`src/rtl/spi_read_ctrl.sv`:
```
// spi_read_ctrl: SPI mode-0 read-frame sequencer for a serial ADC.
// Runs one frame per request: CS setup, LeadBits+Width SCLK bits sampled
// MSB first, CS hold, then a one-cycle load enable (hab_o) for the
// downstream capture register, with the captured sample on data_o.
// Optional feature macro: SPI_READ_CONT_EN adds cont_i, which restarts
// frames automatically a fixed gap after each DONE while it stays high.
module spi_read_ctrl #(
    parameter int unsigned Width    = 12,
    parameter int unsigned ClkDiv   = 2,
    parameter int unsigned LeadBits = 3
) (
    input  logic             clk_i,
    input  logic             rst_ni,
    input  logic             start_i,
`ifdef SPI_READ_CONT_EN
    input  logic             cont_i,
`endif
    input  logic             miso_i,
    output logic             sclk_o,
    output logic             cs_no,
    output logic             busy_o,
    output logic             hab_o,
    output logic [Width-1:0] data_o
);

    localparam int unsigned NumBits = LeadBits + Width;
    localparam int unsigned BitW    = $clog2(NumBits + 1);
    localparam int unsigned DivW    = (ClkDiv > 1) ? $clog2(ClkDiv) : 1;

    localparam logic [DivW-1:0] DivLast = DivW'(ClkDiv - 1);
    localparam logic [BitW-1:0] BitLast = BitW'(NumBits - 1);

    typedef enum logic [2:0] {
        StIdle,
        StSetup,
        StShift,
        StHold,
        StDone
    } state_e;

    state_e           r_state;
    state_e           w_state_next;
    logic [DivW-1:0]  r_div;
    logic [DivW-1:0]  w_div_next;
    logic [BitW-1:0]  r_bit;
    logic [BitW-1:0]  w_bit_next;
    logic             r_sclk;
    logic             w_sclk_next;
    logic             r_cs_n;
    logic             w_cs_n_next;
    logic             r_busy;
    logic             w_busy_next;
    logic             r_hab;
    logic             w_hab_next;
    logic [Width-1:0] r_shift;
    logic [Width-1:0] w_shift_next;
    logic [Width-1:0] w_shift_in;
    logic             w_go;

    // Older bits move up; lead bits fall out of the top once Width bits follow.
    assign w_shift_in = (r_shift << 1) | Width'(miso_i);

`ifdef SPI_READ_CONT_EN
    // Idle-cycle counter: the restart fires so that CS falls 4*ClkDiv cycles
    // after DONE (DONE -> IDLE takes one cycle, acceptance takes another).
    localparam int unsigned GapW    = $clog2(4 * ClkDiv);
    localparam logic [GapW-1:0] GapLast = GapW'(4 * ClkDiv - 2);

    logic [GapW-1:0] r_gap;
    logic [GapW-1:0] w_gap_next;

    assign w_go = start_i | (cont_i & (r_gap == GapLast));

    // Count idle cycles since the last DONE, saturating at the restart point.
    always_comb begin
        w_gap_next = r_gap;
        if (r_state == StDone) begin
            w_gap_next = '0;
        end else if (r_state == StIdle && r_gap != GapLast) begin
            w_gap_next = r_gap + GapW'(1);
        end
    end

    // Gap counter register.
    always_ff @(posedge clk_i or negedge rst_ni) begin
        if (!rst_ni) begin
            r_gap <= '0;
        end else begin
            r_gap <= w_gap_next;
        end
    end
`else
    assign w_go = start_i;
`endif

    // Next-state and next-output decode; all outputs are registered.
    always_comb begin
        w_state_next = r_state;
        w_div_next   = r_div;
        w_bit_next   = r_bit;
        w_sclk_next  = r_sclk;
        w_cs_n_next  = r_cs_n;
        w_busy_next  = r_busy;
        w_hab_next   = 1'b0;
        w_shift_next = r_shift;

        unique case (r_state)
            StIdle: begin
                w_sclk_next = 1'b0;
                w_cs_n_next = 1'b1;
                w_busy_next = 1'b0;
                if (w_go) begin
                    w_state_next = StSetup;
                    w_cs_n_next  = 1'b0;
                    w_busy_next  = 1'b1;
                    w_div_next   = '0;
                    w_bit_next   = '0;
                    w_shift_next = '0;
                end
            end
            StSetup: begin
                if (r_div == DivLast) begin
                    w_state_next = StShift;
                    w_div_next   = '0;
                end else begin
                    w_div_next = r_div + DivW'(1);
                end
            end
            StShift: begin
                if (r_div == DivLast) begin
                    w_div_next = '0;
                    if (!r_sclk) begin
                        // Rising SCLK edge: sample MISO on this same clk_i edge.
                        w_sclk_next  = 1'b1;
                        w_shift_next = w_shift_in;
                    end else begin
                        w_sclk_next = 1'b0;
                        if (r_bit == BitLast) begin
                            w_state_next = StHold;
                            w_bit_next   = '0;
                        end else begin
                            w_bit_next = r_bit + BitW'(1);
                        end
                    end
                end else begin
                    w_div_next = r_div + DivW'(1);
                end
            end
            StHold: begin
                if (r_div == DivLast) begin
                    w_state_next = StDone;
                    w_div_next   = '0;
                    w_cs_n_next  = 1'b1;
                    w_hab_next   = 1'b1;
                end else begin
                    w_div_next = r_div + DivW'(1);
                end
            end
            StDone: begin
                w_state_next = StIdle;
                w_busy_next  = 1'b0;
            end
            default: begin
                w_state_next = StIdle;
                w_sclk_next  = 1'b0;
                w_cs_n_next  = 1'b1;
                w_busy_next  = 1'b0;
            end
        endcase
    end

    // State, counters, shift register and registered outputs.
    always_ff @(posedge clk_i or negedge rst_ni) begin
        if (!rst_ni) begin
            r_state <= StIdle;
            r_div   <= '0;
            r_bit   <= '0;
            r_sclk  <= 1'b0;
            r_cs_n  <= 1'b1;
            r_busy  <= 1'b0;
            r_hab   <= 1'b0;
            r_shift <= '0;
        end else begin
            r_state <= w_state_next;
            r_div   <= w_div_next;
            r_bit   <= w_bit_next;
            r_sclk  <= w_sclk_next;
            r_cs_n  <= w_cs_n_next;
            r_busy  <= w_busy_next;
            r_hab   <= w_hab_next;
            r_shift <= w_shift_next;
        end
    end

    assign sclk_o = r_sclk;
    assign cs_no  = r_cs_n;
    assign busy_o = r_busy;
    assign hab_o  = r_hab;
    assign data_o = r_shift;

endmodule
```
`config.mk`:
```
export PLATFORM = sky130hd
export DESIGN_NAME = spi_read_ctrl
export DESIGN_NICKNAME = d
export VERILOG_FILES = /design/src/rtl/spi_read_ctrl.sv
export SDC_FILE = /design/constraint.sdc
export NUM_CORES = 1
export LEC_CHECK = 0
export ABC_AREA = 0
export CAP_MARGIN = 20
export CORE_ASPECT_RATIO = 1.25
export CORE_MARGIN = 2
export CORE_UTILIZATION = 40
export CTS_CLUSTER_SIZE = 25
export DETAILED_ROUTE_END_ITERATION = 10
export PLACE_DENSITY = 0.74
export SYNTH_ARGS = -nofsm -noshare
export SYNTH_HDL_FRONTEND = slang
export SYNTH_SLANG_ARGS = --single-unit
```
`constraint.sdc`:
```
create_clock -name clk_i -period 4.2 [get_ports clk_i]
set_input_delay 0.84 -clock clk_i [delete_from_list [all_inputs] [get_ports clk_i]]
set_output_delay 0.84 -clock clk_i [all_outputs]
set_load 0.01 [all_outputs]
```
* After elaboration in Yosys (flattened, before gate mapping) *
Cells that the tools add are included.

cells by class
  add/subtract/negate cells = 2
  eq/ne operators = 12
  mux-type cells = 29
  bitwise gates (word level) = 3
  reductions and logical operators = 12

operators by type and width
  kind                                                              count
  12-bit two-way mux                                                3
  12-bit case mux with 2 select lines                               1
  3-bit two-way mux                                                 6
  4-bit two-way mux                                                 4
  2-bit != test (second input constant)                             7
  12-bit by 1-bit OR with 12-bit output                             1
  3-bit case mux with 4 select lines                                1
  1-bit two-way mux                                                 9
  3-bit OR reduction                                                3
  4-bit case mux with 2 select lines                                1
  4-bit AND reduction                                               2
  3-bit by 2-bit == test with 1-bit output (second input constant)  2
  1-bit case mux with 2 select lines                                3
  2-bit AND reduction                                               3
  6-bit AND reduction                                               1
  4-bit by 1-bit adder with 4-bit output (second input constant)    1
  4-bit == test (second input constant)                             1
  2-bit nonzero test                                                2
  3-bit by 1-bit == test with 1-bit output (second input constant)  1
  3-bit == test (second input constant)                             1
  3-bit logical NOT                                                 1
  1-bit case mux with 3 select lines                                1
  1-bit inverter                                                    2
  1-bit adder (second input constant)                               1

word-level totals
  register bits = 24
  input bits = 4
  output and inout port bits = 16
  word-level logic and storage cells = 66

* Longest topological paths before layout *
  word-level depth = 5
  depth in mapped cells = 5
  gate-level depth less buffers = 5

* Least setup slack after synthesis *
Ideal clock, no wire load.

  kind = input port to flip-flop
  from = in start_i
  to = reg r_bit[2]
  setup time = 126 ps
  data arrival time = 1,460 ps
  required time = 4,074 ps
  slack = 2,614 ps
  cell stages on the path = 3
  path buffers = 0
  path through = nand2b_1 -> a21o_1 -> a221o_1

on the way
  longest elaborated chain between the ends = 2

ends and longest elaborated chain
  item                                  line  text
  from (decl)                           14    input logic start_i,
  2-bit != test (no source line)        -
  4-bit AND reduction (no source line)  -
  to (signal assigned)                  186   r_bit <= w_bit_next;
  to (decl)                             45    logic [BitW-1:0] r_bit;

No other way between the ends.
A chain may end at the register's enable or synchronous reset.

* Worst setup path in the final report *
  from = reg r_cs_n (netlist: cs_no)
  to = out cs_no

RTL lines
  item                    line  text
  from (decl)             49    logic r_cs_n;
  from (signal assigned)  188   r_cs_n <= w_cs_n_next;
  to (decl)               20    output logic cs_no,

No word-level cell between the ends.

==> impl_results.md <==
* Outcome: complete, no violations
* First-pass GRT wire length at 3660 um
* First-pass DRT Iterations at 4
* Ports at 20
* Setup CP Type: reg2out
* Worst Setup End Kind: output port
* Post-synth top area cell: dfrtp_1
* Class of the worst hold path: reg2reg
* Area growth syn-to-layout at 22.1%
* Longest Clk Path Bufs at 2
* Hold_buf cts at 0
* Initial antenna violation count at 0
* Setup crit start kind: flip-flop
* Slew headroom at 43.9%
* Fill count at 281
* Rows at 22
* Max stage delay on crit path at roughly 560 ps
* Synth warn at 0
* Delay-heaviest family, CP: flip-flops
* Drt drc at 0
* Clock skew at around 3.6 ps
* Critical path origin: cs_no$_DFFE_PN1P_
* Crit path buf inv count at 1
* Vias in the first global route at ~900
* Max Clk Rate at 448 MHz
* Worst-margin pin slew at 842 ps
* #FFs+latches synth at 24
* Post-synth top cells: dfrtp_1 (23), inv_1 (16), nand2_1 (15), mux2i_1 (12), nor3_1 (5)
* Post-DP Area at between 0.001 and 0.0015 mm^2
* Overall routing resource usage at between 10% and 20%
* Clock transition at the registers of the reported paths at approximately 120 ps
* Post-route ant nets at 0
* Area of the mapped netlist at 0.00118 mm^2
* Most numerous cell in the Yosys netlist: dfrtp_1
* Hold Fails Final Rpt at 0
* Hold Worst Slack at 528 ps
* DRT iter0 DRCs at 10
* VDD IR-drop max at about 0.15 mV
* Synthesized instance count at 115
* Worst EP arrival at approximately 1400 ps
* R2r setup slk at ~2300 ps
* Clock tree sinks at 24
* Crit Path Max Fanout at 3
* Power Density at around 270 mW/mm^2
* Post-DP HPWL at between 1500 and 2000 um
* Initial Util at between 40 and 50%
* Grt total ovfl at 0
* Leakage at roughly 0.63 nW
* Post-CTS sizing at 0
* DR WL/cell at between 10 and 15 um
* RSZ-0062 raised after global routing: false
* Port bufs at 19
* Vias per cell at about 5.2
* Post-Route WL at ~2100 um
* # setup viols final at 0
* Post-synthesis cell type count at 35
* Slowest CP cell: dfstp_2
* CTS tree: built
* Synth top area share at 48.6%
* Detailed-route via count at approximately 870
* Reg2Reg Launch Point: r_state[2]$_DFFE_PN0P_
* Post-synthesis sequential area ratio at about half
* Die Y at between 60 and 70 um
* Antenna diodes at 0
* Critical path required time at between 3000 and 4000 ps
* Routability Congestion at ~0.73
* Die area at between 0.003 and 0.004 mm^2
* H-tree Lvls at 1
* Final max-slew violation count at 0
* Syn avg cell area at 10.3 um^2
* Die W at 52.7 um
* Max-cap violations at 0
* Final instance area at between 0.001 and 0.0015 mm^2
* Asr flop ratio synth at 100%
* Synth top area cells: dfrtp_1 (49%), mux2i_1 (10%), inv_1 (5.1%)
* Net count after synthesis at between 100 and 150
* Root Driver: clkbuf_4
* Dominant synthesized flop cell: dfrtp_1
* EDFF count, synth at 0
* Final period util at approximately 53%
* Fin crit period at 2230 ps
* Largest net degree at the start of global routing at 25
* Setup bufs post-CTS at 0
* Core area at roughly 0.0029 mm^2
* Cts bufs inserted at 3
* Crit-path cells: clkdlybuf4s50_1
* Hold Crit Start: data_o[11]$_DFFE_PN0P_
* Final total negative setup slack at 0 ps
* Skew-Pair Late Insertion Delay at around 300 ps
* Nets at 140
* Layout cells sized above 1 at under 10%
## state kept, by name, summed over array words and instances, names as in the netlist
register	flops
busy_o	1
cs_no	1
hab_o	1
r_div	1
data_o	12
sclk_o	1
r_state	3
r_bit	4
## worst min-delay path, stage by stage, from the launching register on
cell and delay (ps):
dfrtp_1 400, inv_1 50, mux2i_1 50
## routing by layer
layer | GRT usage [%] | share of wire, % | vias to the layer above
met5 | 0 | 0 | -
met4 | 5.77 | 0.67 | 0
met2 | 25.0 | 51 | 26
met3 | 2.07 | 4.2 | 2
met1 | 16.7 | 44 | 422
li1 | - | - | 423
## power breakdown
group	total, W	internal, W	switching (W)
combinational	0.0000328	0.0000185	0.0000143
sequential	0.000241	0.000237	0.00000454
clock	0.000116	0.0000528	0.0000632
total	0.000390	0.000308	0.0000820
## metrics by stage
stage                     utilization, %  cells  total power [W]  worst slack [ps]
after global placement              47.8    164         0.000275              1730
after detailed placement            47.8    164         0.000277              1650
after CTS                           49.0    168         0.000396              1940
after global routing                50.0    169         0.000412              1880
final                               50.0    169         0.000390              1970
after floorplan                        -    115         0.000255              2610
## cells by family (layout without fill, tap and decap cells)
| kind of cell | count (synthesis) | in the layout | synth area share [%] |
|---|---|---|---|
| buffers and inverters | 22 | 40 | 8.24 |
| adders and majority gates | 2 | 2 | 2.11 |
| muxes | 14 | 14 | 12.1 |
| DFF | 24 | 24 | 50.8 |
| AOI/OAI and AO/OA | 14 | 14 | 9.20 |
| and+or+nand+nor | 38 | 38 | 16.8 |
| xor gates and xnor gates | 1 | 1 | 0.740 |
## layout make-up
cell class / count / area, um^2 / share of cell area, %
clock buffers: 4 / 36.3 / 2.51
well taps: 36 / 45.0 / 3.12
repair buffers: 20 / 218 / 15.1
inverters: 16 / 60.1 / 4.16
flip-flops and latches: 24 / 602 / 41.6
multi-input cells: 69 / 484 / 33.5
## path summary, 6_finish.rpt
path,endpoint,depth (start not counted)
setup / recovery,cs_no,1
min in group asynchronous,data_o[5]$_DFFE_PN0P_,1
setup reg to reg,data_o[8]$_DFFE_PN0P_,3
hold / removal,data_o[11]$_DFFE_PN0P_,2
hold reg to reg,data_o[11]$_DFFE_PN0P_,2
max in group asynchronous,cs_no$_DFFE_PN1P_,2
## cell usage in the layout (no fill, tap or decap), drive strengths merged, types with 2 or more instances in the layout
cell type,count
ha,2
nand3,2
o32ai,2
a2bb2oi,2
o21ai,2
nor2b,2
nor3,5
clkbuf,4
mux2,2
nor2,4
and3,2
a221o,2
mux2i,12
dfrtp,23
inv,16
nand2,15
a21oi,3
clkdlybuf4s50,19
Note: power is estimated with default switching activity, not from simulation.
